### src/rtl/rysy_pkg.sv
// -----------------------------------------------------------------------------
// rysy_pkg
// Shared definitions for the core's memory-side blocks.
//   REG_LEN          : architectural register / data-bus width
//   dbc_state_e      : data_bus_ctrl FSM encodings (2-bit)
//   DBC_TIMEOUT_DEF  : default abort limit for data_bus_ctrl, in cycles
//   dbc_word_align() : clears the byte-offset bits of a byte address
// -----------------------------------------------------------------------------
package rysy_pkg;

   localparam int REG_LEN = 32;

   typedef enum logic [1:0] {
      DBC_IDLE = 2'd0,
      DBC_REQ  = 2'd1,
      DBC_WAIT = 2'd2
   } dbc_state_e;

   localparam int unsigned DBC_TIMEOUT_DEF = 255;

   // Memory is word-addressed on the bus; lane selection is carried by the
   // byte enables, so the low two address bits are always forced to zero.
   function automatic logic [REG_LEN-1:0] dbc_word_align(input logic [REG_LEN-1:0] addr);
      return addr & ~REG_LEN'(3);
   endfunction

endpackage

### src/rtl/dbc_timer.sv
// -----------------------------------------------------------------------------
// dbc_timer
// Wait-time counter for data_bus_ctrl. Counts cycles spent waiting for a
// memory event and flags when the abort limit has been reached.
//   clk, rst  : clock, asynchronous active-high reset
//   clr       : restart the count from zero (has priority over en)
//   en        : one more cycle elapsed without the awaited event
//   expired   : count has reached TIMEOUT-1; combined with an absent event
//               this means the current wait has used its TIMEOUT cycles
// -----------------------------------------------------------------------------
module dbc_timer
   import rysy_pkg::*;
#(
   parameter int unsigned TIMEOUT = DBC_TIMEOUT_DEF
) (
   input  logic clk,
   input  logic rst,
   input  logic clr,
   input  logic en,
   output logic expired
);

   localparam int unsigned CW = $clog2(TIMEOUT + 1);
   localparam logic [CW-1:0] TC = CW'(TIMEOUT - 1);

   logic [CW-1:0] cnt;

   always_ff @(posedge clk or posedge rst) begin
      if (rst) begin
         cnt <= '0;
      end else if (clr) begin
         cnt <= '0;
      end else if (en && !expired) begin
         // Saturate at the terminal count; the FSM leaves on expiry anyway.
         cnt <= cnt + CW'(1);
      end
   end

   assign expired = (cnt == TC);

endmodule

### src/rtl/data_bus_ctrl.sv
// -----------------------------------------------------------------------------
// data_bus_ctrl
// Turns a single-cycle core load/store request into a req/gnt/rvalid memory
// transaction, stalls the core while it is outstanding, returns load data and
// aborts with an error if memory does not answer within TIMEOUT cycles.
// One transaction in flight at a time.
//
// Ports
//   clk, rst                     : clock, asynchronous active-high reset
//   lsu_req/we/addr/be/wdata     : core request (held until lsu_stall is low)
//   lsu_stall                    : core must hold its instruction (comb.)
//   lsu_done, lsu_err            : one-cycle completion / error pulses
//   lsu_rdata                    : load word, valid while lsu_done=1
//   mem_req/we/be/addr/wdata     : registered memory request
//   mem_gnt                      : memory accepted the request
//   mem_rvalid, mem_rdata        : load data return
//
// FSM
//   state    | meaning
//   ---------+--------------------------------------------------------------
//   DBC_IDLE | no transaction; capture a new core request
//   DBC_REQ  | mem_req high, fields stable, waiting for mem_gnt
//   DBC_WAIT | load granted, waiting for mem_rvalid
// -----------------------------------------------------------------------------
module data_bus_ctrl
   import rysy_pkg::*;
#(
   parameter int unsigned TIMEOUT = DBC_TIMEOUT_DEF
) (
   input  logic               clk,
   input  logic               rst,
   input  logic               lsu_req,
   input  logic               lsu_we,
   input  logic [REG_LEN-1:0] lsu_addr,
   input  logic [3:0]         lsu_be,
   input  logic [REG_LEN-1:0] lsu_wdata,
   output logic               lsu_stall,
   output logic               lsu_done,
   output logic               lsu_err,
   output logic [REG_LEN-1:0] lsu_rdata,
   output logic               mem_req,
   output logic               mem_we,
   output logic [3:0]         mem_be,
   output logic [REG_LEN-1:0] mem_addr,
   output logic [REG_LEN-1:0] mem_wdata,
   input  logic               mem_gnt,
   input  logic               mem_rvalid,
   input  logic [REG_LEN-1:0] mem_rdata
);

   dbc_state_e         state, state_nxt;
   logic               capture;
   logic               done_nxt;
   logic               err_nxt;
   logic [REG_LEN-1:0] rdata_nxt;
   logic               tmr_clr;
   logic               tmr_en;
   logic               tmr_expired;

   dbc_timer #(
      .TIMEOUT (TIMEOUT)
   ) u_timer (
      .clk     (clk),
      .rst     (rst),
      .clr     (tmr_clr),
      .en      (tmr_en),
      .expired (tmr_expired)
   );

   // Any state change restarts the wait count, which covers entry to both
   // REQ and WAIT; in IDLE the counter simply sits at zero.
   assign tmr_clr = (state_nxt != state);

   // lsu_done masks the still-high request in the completion cycle so the
   // core can retire without the same request being captured again.
   assign lsu_stall = (state != DBC_IDLE) | (lsu_req & ~lsu_done);

   always_comb begin
      state_nxt = state;
      capture   = 1'b0;
      done_nxt  = 1'b0;
      err_nxt   = 1'b0;
      rdata_nxt = '0;
      tmr_en    = 1'b0;

      unique case (state)
         DBC_IDLE: begin
            if (lsu_req && !lsu_done) begin
               capture = 1'b1;
               if (lsu_be == 4'b0000) begin
                  // Nothing to access: complete with an error, no bus cycle.
                  done_nxt = 1'b1;
                  err_nxt  = 1'b1;
               end else begin
                  state_nxt = DBC_REQ;
               end
            end
         end

         DBC_REQ: begin
            if (mem_gnt) begin
               if (mem_we) begin
                  done_nxt  = 1'b1;
                  state_nxt = DBC_IDLE;
               end else if (mem_rvalid) begin
                  done_nxt  = 1'b1;
                  rdata_nxt = mem_rdata;
                  state_nxt = DBC_IDLE;
               end else begin
                  state_nxt = DBC_WAIT;
               end
            end else if (tmr_expired) begin
               done_nxt  = 1'b1;
               err_nxt   = 1'b1;
               state_nxt = DBC_IDLE;
            end else begin
               tmr_en = 1'b1;
            end
         end

         DBC_WAIT: begin
            if (mem_rvalid) begin
               done_nxt  = 1'b1;
               rdata_nxt = mem_rdata;
               state_nxt = DBC_IDLE;
            end else if (tmr_expired) begin
               done_nxt  = 1'b1;
               err_nxt   = 1'b1;
               state_nxt = DBC_IDLE;
            end else begin
               tmr_en = 1'b1;
            end
         end

         default: begin
            state_nxt = DBC_IDLE;
         end
      endcase
   end

   always_ff @(posedge clk or posedge rst) begin
      if (rst) begin
         state <= DBC_IDLE;
      end else begin
         state <= state_nxt;
      end
   end

   // Request fields come straight from the capture registers, so they stay
   // stable for the whole REQ residence.
   always_ff @(posedge clk or posedge rst) begin
      if (rst) begin
         mem_we    <= 1'b0;
         mem_be    <= 4'b0000;
         mem_addr  <= '0;
         mem_wdata <= '0;
      end else if (capture) begin
         mem_we    <= lsu_we;
         mem_be    <= lsu_be;
         mem_addr  <= dbc_word_align(lsu_addr);
         mem_wdata <= lsu_wdata;
      end
   end

   always_ff @(posedge clk or posedge rst) begin
      if (rst) begin
         mem_req   <= 1'b0;
         lsu_done  <= 1'b0;
         lsu_err   <= 1'b0;
         lsu_rdata <= '0;
      end else begin
         mem_req   <= (state_nxt == DBC_REQ);
         lsu_done  <= done_nxt;
         lsu_err   <= err_nxt;
         lsu_rdata <= rdata_nxt;
      end
   end

endmodule

### config.mk
export PLATFORM = sky130hd
export DESIGN_NAME = data_bus_ctrl
export DESIGN_NICKNAME = d
export VERILOG_FILES = /design/src/rtl/rysy_pkg.sv /design/src/rtl/dbc_timer.sv /design/src/rtl/data_bus_ctrl.sv
export SDC_FILE = /design/constraint.sdc
export NUM_CORES = 1
export LEC_CHECK = 0
export ABC_AREA = 0
export CAP_MARGIN = 5
export CORE_AREA = 2 2 108 110
export CTS_CLUSTER_DIAMETER = 120
export CTS_CLUSTER_SIZE = 25
export DETAILED_ROUTE_END_ITERATION = 10
export DIE_AREA = 0 0 110 112
export PLACE_DENSITY = 0.84
export SLEW_MARGIN = 20
export SYNTH_ARGS = -nofsm -noshare
export SYNTH_HDL_FRONTEND = slang
export SYNTH_SLANG_ARGS = --single-unit
### constraint.sdc
create_clock -name clk -period 4.4 [get_ports clk]
set_input_delay 0.88 -clock clk [delete_from_list [all_inputs] [get_ports clk]]
set_output_delay 0.88 -clock clk [all_outputs]
set_load 0.1 [all_outputs]
# Word level (Yosys, flattened, before mapping)
# Index checks and enable logic that the tools add are counted.
[op_classes] addsub=1 n_reduce_logical=8 muxes=31 bitwise=3 eq_ne=5
[ops] cell="2-to-1 mux 32 bit" count=3
[ops] cell="case mux 32 bit (2 select lines)" count=1
[ops] cell="2-to-1 mux 8 bit" count=2
[ops] cell="2-to-1 mux 1 bit" count=14
[ops] cell="2-to-1 mux 2 bit" count=7
[ops] cell="adder 8 x 1 -> 8 bit (second input constant)" count=1
[ops] cell="== test 8 bit (second input constant)" count=1
[ops] cell="case mux 1 bit (3 select lines)" count=2
[ops] cell="case mux 2 bit (3 select lines)" count=1
[ops] cell="== test 2 x 1 -> 1 bit (second input constant)" count=2
[ops] cell="zero test 4 bit" count=1
[ops] cell="nonzero test 2 bit" count=2
[ops] cell="== test 2 bit (second input constant)" count=1
[ops] cell="logical AND 1 bit" count=2
[ops] cell="zero test 1 bit" count=2
[ops] cell="zero test 2 bit" count=1
[ops] cell="inequality test 2 bit" count=1
[ops] cell="case mux 1 bit (2 select lines)" count=1
[ops] cell="bitwise AND 1 bit" count=1
[ops] cell="NOT 1 bit" count=1
[ops] cell="OR 1 bit" count=1
[word_totals] elab_cells=58 out_inout_bits=105 register_bits=112

# Depth between registers and ports, before layout
# Gate-level depths: netlist of the first run.
[depth] word_depth=7 ltp_mapped=8 ltp_nobuf=7

# By module
# Synthesis of the first run repeated with hierarchy kept, for this count alone.
[hier_totals] hier_cells=313 area_unflattened_um2=4421.7
[modules_own_cells] mod="data_bus_ctrl" instances=1 seq_area_each_um2=2602.5 cells_per_inst=261 area_each_um2=3932.5
[modules_own_cells] mod="dbc_timer" instances=1 seq_area_each_um2=200.2 cells_per_inst=52 area_each_um2=489.2

# Worst setup path before layout of the first run
# No wires, ideal clock.
[synth_timing] path_kind="register to output" start="register lsu_done" end="output port lsu_stall" stages_incl_launch_ff=3 path_slack_ps=1840 arrival_time_ps=1680 path_cell_list="dfrtp_1 nand2b_1 nand2_1"
[synth_via] elab_chain_cells=3
[synth_rtl] element="from (decl)" line="data_bus_ctrl.sv:38" rtl="output logic lsu_done,"
[synth_rtl] element="from (signal assigned)" line="data_bus_ctrl.sv:173" rtl="lsu_done <= done_nxt;"
[synth_rtl] element="NOT 1 bit" line="data_bus_ctrl.sv:76" rtl="assign lsu_stall = (state != DBC_IDLE) | (lsu_req & ~lsu_done);"
[synth_rtl] element="bitwise AND 1 bit" line="data_bus_ctrl.sv:76"
[synth_rtl] element="OR 1 bit" line="data_bus_ctrl.sv:76"
[synth_rtl] element="to (decl)" line="data_bus_ctrl.sv:37" rtl="output logic lsu_stall,"
# Every way passes these cells.

# Final worst setup path of the first run
[layout_timing] start="register mem_we" end="output port mem_we"
[layout_rtl] element="from (decl)" line="data_bus_ctrl.sv:42" rtl="output logic mem_we,"
[layout_rtl] element="from (signal assigned)" line="data_bus_ctrl.sv:158" rtl="mem_we <= lsu_we;"
# No word-level cell between the ends.

==> summary.md, run 1 <==
| Metric | Value |
|---|---|
| Synth warn | `0` |
| GRT Resource Usage Total | `17.9%` |
| Area grow syn2layout | `58.0%` |
| CP Launch Type | `flop` |
| RSZ-0062 raised after global routing | `no` |
| Drt total wl | `10700 um` |
| Max_slew headroom | `32.7%` |
| Netlist cell types | `34` |
| Post-CTS sizing | `0` |
| Diodes inserted | `0` |
| Die width | `110 um` |
| Worst Path Max Fanout | `6` |
| Chip Height | `112 um` |
| Cell taking the most area after synthesis | `dfrtp_1` |
| Critical path arrival | `1.99 ns` |
| Crit path from | `mem_we$_DFFE_PP0P_` |
| Largest net degree at the start of global routing | `71` |
| Max Fclk | `349 MHz` |
| Sinks on Clock Net | `112` |
| I/O pins | `211` |
| Clock root cell | `clkbuf_16` |
| Fraction of layout cells with a size suffix above 1 | `17.6%` |
| Req. time, crit path | `3.52 ns` |
| Reg-to-reg startpoint | `state[0]$_DFF_PP0_` |
| Avg Inst Size Synth | `14.3 um^2` |
| Vias in the first global route | `3417` |
| Reg2Reg Depth | `8` |
| Slew @ Worst Pin | `1.01 ns` |
| Cts-stage hold buffer count | `0` |
| Worst path bufs/invs | `1` |
| MaxCap Viol Count | `0` |
| Die ar. | `12300 um^2` |
| H-tree lvl count | `3` |
| Final setup TNS | `0 ns` |
| Gr ovfl total | `0` |
| Commonest cells after routing, fill and taps aside | `205 x clkdlybuf4s50_1, 112 x dfrtp_1, 67 x mux2_2, 32 x and2_1, 13 x nor2_1` |
| Crit Reg-Reg Endpoint | `u_timer.cnt[7]$_DFFE_PP0P_` |
| Cts bufs inserted | `9` |
| Post-DP HPWL | `7960 um` |
| CP top delay family | `buffers and inverters` |
| Period utilization | `65.1%` |
| First-pass GRT wire length | `16900 um` |
| Crit path capture | `mem_we` |
| Synth area leaders | `dfrtp_1 65%, mux2_2 17%, and2_1 4.6%` |
| Sequential share of the synthesized area | `64.7%` |
| WS Path Type | `reg2out` |
| Initial core utilization | `38.8%` |
| Worst-path clk slew | `0.07 ns` |
| Synthesized area | `4330 um^2` |
| Placement Rows | `39` |
| #FFs+latches synth | `112` |
| Placed Area | `6560 um^2` |
| Slew Limit Fails | `0` |
| Setup Buffers After CTS | `0` |
| Crit. End Element | `primary output` |
| Max Root-Sink Buffers | `2` |
| Vias | `3107` |
| Final hold violations | `0` |
| DR iter-0 viols | `122` |
| Clock Skew | `0.00783 ns` |
| R2R setup slack | `2.16 ns` |
| WL/cell | `16.2 um` |
| Initial antenna violation count | `0` |
| Core area | `11200 um^2` |
| Gp weighted congestion | `0.842` |
| Post-synth top area share | `64.7%` |
| Outcome | `finished, final reports clean` |
| Hold_ws | `0.507 ns` |
| DRC | `0` |
| Crit-path cells | `clkdlybuf4s50_1` |
| Clk_lat worst skew | `0.35 ns` |
| Setup violators final | `0` |
| Worst hold-check path type | `reg2reg` |
| Port Buf Inserts | `206` |
| Commonest non-fill, non-tap cell in the layout | `clkdlybuf4s50_1` |
| Detail Route Antenna Nets | `0` |
| DR vias/cell | `4.71` |
| Layout Nets | `624` |
| CTS tree | `done` |
| Drt first pass iters | `4` |
| CP peak stage delay | `1.18 ns` |
| WP depth | `1` |
| Final instance area | `6840 um^2` |
| Slowest CP cell | `clkdlybuf4s50_1` |
| Crit path time final | `2.87 ns` |
| Cells after Synth | `303` |
==> synth_stat cells <==
master and number:
conb_1 1, xor2_1 6, buf_2 2, or2_2 1, buf_4 2, a31oi_1 1
a21oi_2 1, inv_1 4, nor4_4 1, nor3_1 4, nand3b_1 1, and2_1 32
or2b_1 1, nor2_1 13, ha_1 6, o21a_1 1, clkbuf_1 8, and4_1 2
o311ai_0 1, o21ai_0 4, o211a_1 2, mux2_2 67, and3_1 2, nand2b_1 3
o31a_1 1, nand4_1 4, a22oi_2 1, a221o_2 1, xnor2_1 1, nor4_1 1
nand2_1 9, dfrtp_1 112, a21oi_1 2, nand3_1 5
==> logic make-up after synthesis <==
logic type	Yosys count	synth area share (%)
fa+ha+maj	6	1.73
flops	112	64.7
compound gates	15	2.63
xor+xnor	7	1.42
buf+inv	16	1.62
mux	67	17.4
other cells	1	0.0866
simple gates	79	10.4
==> state kept, by name, summed over array words and instances, names as in the netlist, 2 cells and up <==
signal	flops
u_timer.cnt	8
state	2
mem_wdata	32
lsu_rdata	32
mem_be	4
mem_addr	30
==> worst min-delay path by stage <==
| stage | depth (start not counted) | endpoint | from |
|---|---|---|---|
| floorplan | 2 | u_timer.cnt[6]$_DFFE_PP0P_ | u_timer.cnt[6]$_DFFE_PP0P_ |
| global placement | 1 | mem_addr[2]$_DFFE_PP0P_ | mem_addr[2]$_DFFE_PP0P_ |
| finish | 1 | mem_be[0]$_DFFE_PP0P_ | mem_be[0]$_DFFE_PP0P_ |
| global route | 1 | mem_addr[12]$_DFFE_PP0P_ | mem_addr[12]$_DFFE_PP0P_ |
| CTS | 1 | mem_wdata[13]$_DFFE_PP0P_ | mem_wdata[13]$_DFFE_PP0P_ |
| detailed placement | 1 | mem_wdata[13]$_DFFE_PP0P_ | mem_wdata[13]$_DFFE_PP0P_ |
==> layer usage <==
| layer | GRT usage [%] | part of all wire (%) | vias to the layer above |
|---|---|---|---|
| met5 | 0 | 0 | - |
| met4 | 7.09 | 1.8 | 0 |
| met3 | 8.37 | 11 | 12 |
| met2 | 31.0 | 51 | 142 |
| met1 | 18.5 | 36 | 1506 |
| li1 | - | - | 1447 |
==> final cells by class <==
cell class	count	area [um^2]
fillers	878	4330
flip-flops and latches	112	2800
repair buffers	209	2090
multi-input cells	176	1460
clock buffers	10	229
well taps	143	179
clock inverters	5	58.8
inverters	4	17.5
==> through the flow <==
step           cells  utilization (%)  worst slack (ns)
2_1_floorplan    304                -             0.561
3_3_place_gp     644             58.7              1.68
3_5_place_dp     644             58.7              1.60
4_1_cts          659             61.2              1.51
5_1_grt          659             61.2              1.50
6_report         659             61.2              1.53
Power of run 1 is not shown: default switching activity piles up to over one toggle a cycle in this logic, so the estimate is an artifact.
==> run 2, diff against run 1 <==
- CORE_AREA: 2 2 108 110 -> 2 2 112 114
- DIE_AREA: 0 0 110 112 -> 0 0 114 116
- PLACE_DENSITY: 0.84 -> 0.83
- clock period: 4.4 -> 2.43 ns (I/O delays scaled with it)
==> run 2 against run 1 <==
Net effect:
- sequential share of layout area rose by 0.90 points
- worst setup slack lost 1.1 ns
- first-iteration DRC count shrank 45%
- count of clock-buffer cells in the layout unchanged
- global-route usage decreased by 2.5 points
- final area down 2.1%
- routed wire length down 4.8%
- worst hold slack about the same
- critical path depth up 5
- clock skew is 0.0010 ns higher
- non-clock buffer count rose by 1
- die area up 7.3%
- critical path type is now in2reg
==> summary.md, run 2 (synthesis results as in run 1) <==
| Metric | Value |
|---|---|
| Outcome | `finished, final reports clean` |
| Diodes inserted | `0` |
| CP Launch Type | `input pin` |
| Clk_lat worst skew | `0.35 ns` |
| Top Metal Used | `met4` |
| Fin util | `56.2%` |
| Post-CTS sizing | `0` |
| HP Start | `mem_wdata[19]$_DFFE_PP0P_` |
| Vias | `3120` |
| Cts-stage hold buffer count | `0` |
| Commonest cells after routing, fill and taps aside | `112 x dfrtp_1, 103 x clkdlybuf4s50_1, 103 x buf_4, 67 x mux2_2, 32 x and2_1` |
| Crit Reg-Reg Endpoint | `u_timer.cnt[7]$_DFFE_PP0P_` |
| Max_slew headroom | `55.6%` |
| DRC | `0` |
| Chip Height | `116 um` |
| Post-DP HPWL | `7660 um` |
| Worst hold stages | `1` |
| Detail Route Antenna Nets | `0` |
| Worst hold-check path type | `reg2reg` |
| Placement Rows | `40` |
| Max Fclk | `501 MHz` |
| Drt total wl | `10200 um` |
| Gr ovfl total | `0` |
| Largest net degree at the start of global routing | `75` |
| Req. time, crit path | `2.70 ns` |
| Reg-to-reg startpoint | `state[0]$_DFF_PP0_` |
| Fraction of layout cells with a size suffix above 1 | `37.6%` |
| CTS tree | `done` |
| WL/cell | `15.3 um` |
| Port Buf Inserts | `206` |
| I/O pins | `211` |
| Routed wl met3 | `798 um` |
| Met2 wire length | `5210 um` |
| Max Root-Sink Buffers | `2` |
| WS Path Type | `in2reg` |
| Fillers | `984` |
| MaxCap Viol Count | `0` |
| Cts bufs inserted | `9` |
| Crit. End Element | `flop` |
| Period utilization | `82.1%` |
| Slew @ Worst Pin | `0.666 ns` |
| Clock root cell | `clkbuf_16` |
| Placed Area | `6350 um^2` |
| Core area | `11900 um^2` |
| Setup violators final | `0` |
| Initial core utilization | `36.4%` |
| Setup Buffers After CTS | `0` |
| DR vias/cell | `4.69` |
| Crit path time final | `2.00 ns` |
| Largest registers | `lsu_rdata: 32 flops, mem_wdata: 32 flops, mem_addr: 30 flops` |
| Final hold violations | `0` |
| Hold Path Sink | `mem_wdata[19]$_DFFE_PP0P_` |
| First-pass GRT wire length | `15800 um` |
| R2R setup slack | `0.44 ns` |
| Metal1 wirelength | `3970 um` |
| Reg2Reg Depth | `7` |
| H-tree lvl count | `3` |
| Commonest non-fill, non-tap cell in the layout | `dfrtp_1` |
| Initial antenna violation count | `0` |
| Layout Nets | `625` |
| Worst Path Max Fanout | `8` |
| Clock Skew | `0.00884 ns` |
| Vias in the first global route | `3279` |
| Worst-path clk slew | `0.07 ns` |
| Final setup TNS | `0 ns` |
| Die width | `114 um` |
| Area grow syn2layout | `54.6%` |
| DR iter-0 viols | `67` |
| RSZ-0062 raised after global routing | `no` |
| Critical path arrival | `2.27 ns` |
| GRT Resource Usage Total | `15.5%` |
| Sinks on Clock Net | `112` |
| Die ar. | `13200 um^2` |
| Slew Limit Fails | `0` |
| Drt first pass iters | `4` |
| Gp weighted congestion | `0.867` |
| Final instance area | `6700 um^2` |
-- run 2: changes by cell type in the layout (fill, tap and decap cells not counted), moves of 2 or more --
cell | previous run | this run
buf_12 | 1 | 4
buf_4 | 3 | 103
bufinv_16 | 1 | 3
clkdlybuf4s50_1 | 205 | 103
-- run 2: final cells by class --
class | count | area [um^2] | area share (%)
Tap cell | 147 | 184 | 2.75
Inverter | 4 | 18.8 | 0.280
Sequential cell | 112 | 2800 | 41.8
Clock buffer | 10 | 229 | 3.42
Clock inverter | 6 | 116 | 1.74
Timing Repair Buffer | 210 | 1880 | 28.1
Multi-Input combinational cell | 176 | 1460 | 21.8
-- run 2: per-layer routing --
metal | vias up | global-route usage [%]
met5 | - | 0
met4 | 0 | 6.91
met3 | 14 | 4.86
met2 | 130 | 26.3
met1 | 1530 | 18.1
li1 | 1446 | -
-- run 2: metrics by stage --
stage	instances	worst slack, ns	hold slack (ns)
after floorplan	304	0.264	0.519
after global placement	649	0.0859	0.488
after detailed placement	649	0.0443	0.494
after CTS	665	0.403	0.511
after global routing	665	0.303	0.522
final	665	0.434	0.507
-- run 2: how the worst max path moves through the flow --
stage,start,end,cells past startpoint
after floorplan,lsu_done$_DFF_PP0_,lsu_stall,2
after global placement,lsu_be[0],u_timer.cnt[6]$_DFFE_PP0P_,6
after detailed placement,lsu_be[0],u_timer.cnt[4]$_DFFE_PP0P_,6
after CTS,lsu_be[0],u_timer.cnt[7]$_DFFE_PP0P_,6
after global routing,lsu_be[1],u_timer.cnt[7]$_DFFE_PP0P_,6
final,lsu_be[0],u_timer.cnt[7]$_DFFE_PP0P_,6
-- run 2: critical path, cell delays in order --
cell,delay [ns]
clkdlybuf4s50_1,0.48
nor4_4,0.39
o21ai_0,0.13
o211a_1,0.17
a221o_2,0.48
nor2_1,0.14
Power of run 2 is left out for the same reason.
